<file path="src/rtl/mdio_rx_c45.sv">
// PHY-side MDIO receiver: decodes Clause 22/45 frames and drives register-file strobes and read data.
// Inputs are sampled on the MDC rising edge, and all outputs are registered, so each output changes one edge after the bit that causes it.
module mdio_rx_c45 #(
    parameter logic [4:0] PHY_ADDR     = 5'd0,
    parameter int         PREAMBLE_MIN = 32,
    parameter bit         C45_EN       = 1'b1
) (
    input  logic        MDC,
    input  logic        RESET,
    input  logic        MDIO_OUT,
    input  logic        MDIO_OE,
    input  logic [15:0] RD_DATA,
    output logic        MDIO_IN,
    output logic        MDIO_IN_OE,
    output logic [15:0] ADDR,
    output logic [4:0]  DEVAD,
    output logic [15:0] WR_DATA,
    output logic        WR_STB,
    output logic        RD_STB,
    output logic        MDIO_DONE,
    output logic        FRAME_ERR,
    output logic        C45
);
    typedef enum logic [3:0] {
        S_IDLE, S_ST, S_OP, S_PHYAD, S_REGAD, S_TA, S_WDATA, S_RDATA, S_SKIP
    } state_t;

    localparam logic [5:0] PRE_MIN = 6'(PREAMBLE_MIN);

    state_t      state, state_nxt;
    logic [4:0]  bit_idx;
    logic [5:0]  pre_cnt;
    logic [14:0] sh;
    logic [15:0] word;
    logic [15:0] rd_sh;
    logic [15:0] addr_reg;
    logic        f_c45;
    logic [1:0]  f_op;

    logic station_bit, abort, start, hdr_ok, phy_ok, ta_ok;
    logic is_read, is_addr, is_inc;
    logic hdr_edge, reg_edge, wr_end, rd_end, err_nxt;

    // word always holds the most recent 16 sampled bits, newest in the LSB
    assign word        = {sh, MDIO_OUT};
    assign station_bit = (state == S_ST) || (state == S_OP) || (state == S_PHYAD) ||
                         (state == S_REGAD) || (state == S_TA) || (state == S_WDATA);
    assign abort       = station_bit && !MDIO_OE;
    assign start       = (state == S_IDLE) && MDIO_OE && !MDIO_OUT && (pre_cnt >= PRE_MIN);
    assign hdr_ok      = ((word[3:2] == 2'b01) && ((word[1:0] == 2'b01) || (word[1:0] == 2'b10))) ||
                         ((word[3:2] == 2'b00) && C45_EN);
    assign phy_ok      = (word[4:0] == PHY_ADDR);
    assign ta_ok       = (word[1:0] == 2'b10);
    assign is_read     = f_c45 ? f_op[1] : (f_op == 2'b10);
    assign is_addr     = f_c45 && (f_op == 2'b00);
    assign is_inc      = f_c45 && (f_op == 2'b10);

    always_ff @(posedge MDC or posedge RESET) begin
        if (RESET) state <= S_IDLE;
        else       state <= state_nxt;
    end

    always_comb begin
        state_nxt = state;
        if (abort) begin
            state_nxt = S_IDLE;
        end else begin
            case (state)
                S_IDLE:  if (start) state_nxt = S_ST;
                S_ST:    state_nxt = S_OP;
                S_OP:    if (bit_idx == 5'd3)  state_nxt = hdr_ok ? S_PHYAD : S_IDLE;
                S_PHYAD: if (bit_idx == 5'd8)  state_nxt = phy_ok ? S_REGAD : S_SKIP;
                S_REGAD: if (bit_idx == 5'd13) state_nxt = is_read ? S_RDATA : S_TA;
                S_TA:    if (bit_idx == 5'd15) state_nxt = ta_ok ? S_WDATA : S_IDLE;
                S_WDATA, S_RDATA, S_SKIP:
                         if (bit_idx == 5'd31) state_nxt = S_IDLE;
                default: state_nxt = S_IDLE;
            endcase
        end
    end

    always_comb begin
        hdr_edge = (state == S_OP)    && (bit_idx == 5'd3)  && !abort;
        reg_edge = (state == S_REGAD) && (bit_idx == 5'd13) && !abort;
        wr_end   = (state == S_WDATA) && (bit_idx == 5'd31) && !abort;
        rd_end   = (state == S_RDATA) && (bit_idx == 5'd31);
        err_nxt  = abort || (hdr_edge && !hdr_ok) ||
                   ((state == S_TA) && (bit_idx == 5'd15) && !abort && !ta_ok);
    end

    always_ff @(posedge MDC or posedge RESET) begin
        if (RESET) begin
            bit_idx    <= '0;
            pre_cnt    <= '0;
            sh         <= '0;
            rd_sh      <= '0;
            addr_reg   <= '0;
            f_c45      <= 1'b0;
            f_op       <= '0;
            MDIO_IN    <= 1'b0;
            MDIO_IN_OE <= 1'b0;
            ADDR       <= '0;
            DEVAD      <= '0;
            WR_DATA    <= '0;
            WR_STB     <= 1'b0;
            RD_STB     <= 1'b0;
            MDIO_DONE  <= 1'b0;
            FRAME_ERR  <= 1'b0;
            C45        <= 1'b0;
        end else begin
            WR_STB    <= wr_end && !is_addr;
            RD_STB    <= reg_edge && is_read;
            MDIO_DONE <= wr_end || rd_end;
            FRAME_ERR <= err_nxt;
            sh        <= word[14:0];
            bit_idx   <= (state == S_IDLE) ? 5'd1 : bit_idx + 5'd1;

            // Preamble count saturates at 32; any 0 or released line restarts it
            if ((state == S_IDLE) && MDIO_OE && MDIO_OUT) begin
                if (pre_cnt != 6'd32) pre_cnt <= pre_cnt + 6'd1;
            end else begin
                pre_cnt <= '0;
            end

            if (hdr_edge) begin
                f_c45 <= (word[3:2] == 2'b00);
                f_op  <= word[1:0];
            end

            if (reg_edge) begin
                C45   <= f_c45;
                DEVAD <= f_c45 ? word[4:0] : 5'd0;
                ADDR  <= f_c45 ? addr_reg : {11'd0, word[4:0]};
            end

            if (wr_end) begin
                if (is_addr) begin
                    addr_reg <= word;
                    ADDR     <= word;
                end else begin
                    WR_DATA  <= word;
                end
            end

            // Read turnaround: drive 0 after edge 14, then the latched word MSB first
            if (state == S_RDATA) begin
                if (bit_idx == 5'd14) begin
                    rd_sh      <= RD_DATA;
                    MDIO_IN_OE <= 1'b1;
                    MDIO_IN    <= 1'b0;
                end else if (bit_idx == 5'd31) begin
                    MDIO_IN_OE <= 1'b0;
                    MDIO_IN    <= 1'b0;
                    if (is_inc) addr_reg <= addr_reg + 16'd1;
                end else begin
                    MDIO_IN <= rd_sh[15];
                    rd_sh   <= {rd_sh[14:0], 1'b0};
                end
            end
        end
    end
endmodule
</file>
<file path="config.mk">
export PLATFORM = sky130hd
export DESIGN_NAME = mdio_rx_c45
export DESIGN_NICKNAME = d
export VERILOG_FILES = /design/src/rtl/mdio_rx_c45.sv
export SDC_FILE = /design/constraint.sdc
export NUM_CORES = 1
export LEC_CHECK = 0
export CAP_MARGIN = 25
export CORE_MARGIN = 4
export CORE_UTILIZATION = 60
export DETAILED_ROUTE_END_ITERATION = 16
export DONT_BUFFER_PORTS = 1
export PLACE_DENSITY = 0.82
export SETUP_SLACK_MARGIN = 0.2
export SLEW_MARGIN = 40
export SYNTH_ARGS = -nofsm -noshare
export SYNTH_HDL_FRONTEND = slang
export SYNTH_SLANG_ARGS = --single-unit
</file>
<file path="constraint.sdc">
create_clock -name MDC -period 3.65 [get_ports MDC]
set_input_delay 0.5475 -clock MDC [delete_from_list [all_inputs] [get_ports MDC]]
set_output_delay 0.5475 -clock MDC [all_outputs]
set_load 0.01 [all_outputs]
</file>
==> flow_summary.toml <==
[critical_path]
cp-startpoint = "bit_idx[0]"
path_class = "register to register"
cp-end-kind = "register"
cp_max_fo = 22
reg2reg_from = "bit_idx[0]"
cp-start-kind = "register"
crit_arrival_ns = 2.99
required_ns = 3.93

[sta]
period_minus_slack_ns = 2.71
fin_crit_sh = 0.742
tightest_slew_ns = 0.722
final_hold_viol_count = 0
report.final.slew_viol_count = 0
tns_ns = 0
slew_headroom = 0.514
max_freq_mhz = 369
report.final.setup_viol = 0
timing.hold.ws_ns = 0.140
fin_skew_ns = 0.0189
rsz0062_at_grt = "no"

[synth]
yosysUniqueCellTypes = 59
synth_flop_cell = "dfrtp_1"
seq_area_frac_synth = 0.539
synth_cells = 495
netlist_area_sq_um = 5060
synth_edf_count = 0
ys_warn_count = 0
syn_avg_cell_area_sq_um = 10.2
synthMuxAreaShare = 0.0786
synth_compound_gate_area_share = 0.124
synth_top_family_by_area = "simple AND/OR/NAND/NOR gates"
synth-simple-area-share = 0.183
ys_seq_elements = 109
synthAdderAreaFrac = 0.0272
synth-xor-area-share = 0.0104
async_flop_share = 1.00
synth.net_count = 526

[clock_network]
htree_levels = 3
path_clk_slew_ns = 0.10
clk_latency_ns = 0.37
cts_resized = 0
postCtsSetupRepairBufs = 0
cts_buffers = 9
cts_sinks = 109
cts_buffer_depth = 2
cts-root-buf = "clkbuf_8"
hold_buffers = 0
cts_tree = "yes"

[place]
place.gp.congestion = 0.926
post-dp-hpwl_mm = 7.22
place.port_buffers = 0

[finish]
area_delta_synth_final_pct = 4.84
utilization = 0.646
antenna_cells = 0
drive_gt1_frac = 0.112
layout.nets = 517

[floorplan]
core_sq_um = 8220
die_h_um = 99.9
num_rows = 33
dieArea_sq_um = 9970
start_util = 0.616
io_pins = 64
die_x_um = 99.9

[global_route]
grt_pass1_vias = 3625
grt_pass1_wl_mm = 17.7
grt.total_usage = 0.219
grt_max_degree = 59
antenna_found_initial = 0
overflow = 0

[route]
drtPass1Iterations = 5
ant_nets = 0
wirelength_mm = 10.4
wl_per_cell_um = 17.5
drt_iter0_drc = 226
vias_per_cell = 6.15
vias = 3667
drc_errors = 0

[hold_path]
min_path_type = "input pin to asynchronous set/reset pin"

[power]
power_density_nw_per_um2 = 465
power.leakage_nw = 2.43
ir_worst_vdd_mv = 0.275

[run_status]
status = "complete, no violations"

[job]
maxCapViolations = 0
-- cells in the final DEF, fill, tap and decap left out, drive strengths merged, types with 5 or more instances in the layout --
master,n
nor3,10
buf,6
ha,11
mux2i,18
nor2,54
o211ai,5
nand2,58
and3,9
o21ai,26
mux2,19
a31oi,13
nand3,34
clkbuf,9
a21oi,32
dfrtp,109
inv,19
-- critical path, cell delays in order (launching register included) --
cell	delay, ns
dfrtp_1	0.43
ha_1	0.22
and3_1	0.22
ha_1	0.22
and4b_1	0.31
nand4_2	0.45
buf_4	0.40
o31ai_2	0.14
nand2_1	0.12
o211ai_1	0.10
-- path summary, 6_finish.rpt --
path,endpoint,slack [ns],cells after the start
min in group MDC,sh[0],0.20,0
hold / removal,WR_DATA[6],0.14,1
hold reg to reg,sh[8],0.41,0
setup / recovery,ADDR[1],0.94,9
setup reg to reg,ADDR[1],0.94,9
max in group asynchronous,pre_cnt[4],2.68,2
-- stage by stage --
step	area, sq um	cells	worst slack (ns)	power, mW
floorplan	5060	495	0.229	1.65
global placement	5110	580	1.07	1.72
detailed placement	5110	580	0.985	1.74
CTS	5310	596	0.960	2.48
global route	5310	596	0.657	2.59
finish	5310	596	0.940	2.47
-- area by class of cell --
type / instances / area [sq um]
fill: 635 / 2910
clock buffer: 9 / 124
sequential: 109 / 2730
tap: 105 / 131
multi-input combinational: 345 / 2140
clock inverter: 7 / 77.6
timing repair buffer: 6 / 45.0
inverter: 15 / 58.8
-- cells by family (layout without fill, tap and decap cells) --
group,count (synthesis),in the layout
AO/OA/AOI/OAI,100,100
AND/OR/NAND/NOR,191,191
XOR/XNOR,6,6
buffers and inverters,41,37
adder cells (fa/ha/maj),11,11
flip-flops,109,109
multiplexers,37,37
-- cell usage after synthesis, types with 3 or more instances --
| library cell | number | area share |
|---|---|---|
| a211oi_1 | 3 | 0.0044 |
| a21oi_1 | 32 | 0.032 |
| a311oi_1 | 3 | 0.0052 |
| a31oi_1 | 13 | 0.016 |
| and3_1 | 9 | 0.011 |
| buf_2 | 15 | 0.015 |
| buf_4 | 4 | 0.0059 |
| clkbuf_1 | 6 | 0.0044 |
| dfrtp_1 | 109 | 0.54 |
| ha_1 | 11 | 0.027 |
| inv_1 | 15 | 0.011 |
| mux2_2 | 18 | 0.040 |
| mux2i_1 | 18 | 0.036 |
| nand2_1 | 57 | 0.042 |
| nand2b_1 | 3 | 0.0037 |
| nand3_1 | 33 | 0.033 |
| nor2_1 | 53 | 0.039 |
| nor2b_1 | 3 | 0.0037 |
| nor3_1 | 9 | 0.0089 |
| o211ai_1 | 5 | 0.0074 |
| o21a_1 | 3 | 0.0044 |
| o21ai_0 | 26 | 0.026 |
| xnor2_1 | 3 | 0.0052 |
| xor2_1 | 3 | 0.0052 |
-- routing by layer --
layer	wire length (um)	up-vias	track usage
met4	161	0	0.0641
met2	5100	129	0.352
met3	779	20	0.0570
met5	0	-	0
li1	-	1728	-
met1	4380	1790	0.295
-- power by group --
part,switching [mW],leakage [nW],internal (mW)
Clock,0.429,0.101,0.326
Combinational,0.214,0.952,0.143
Sequential,0.0943,1.37,1.26
Total,0.738,2.43,1.73
Power figures use the tool's default switching activity.
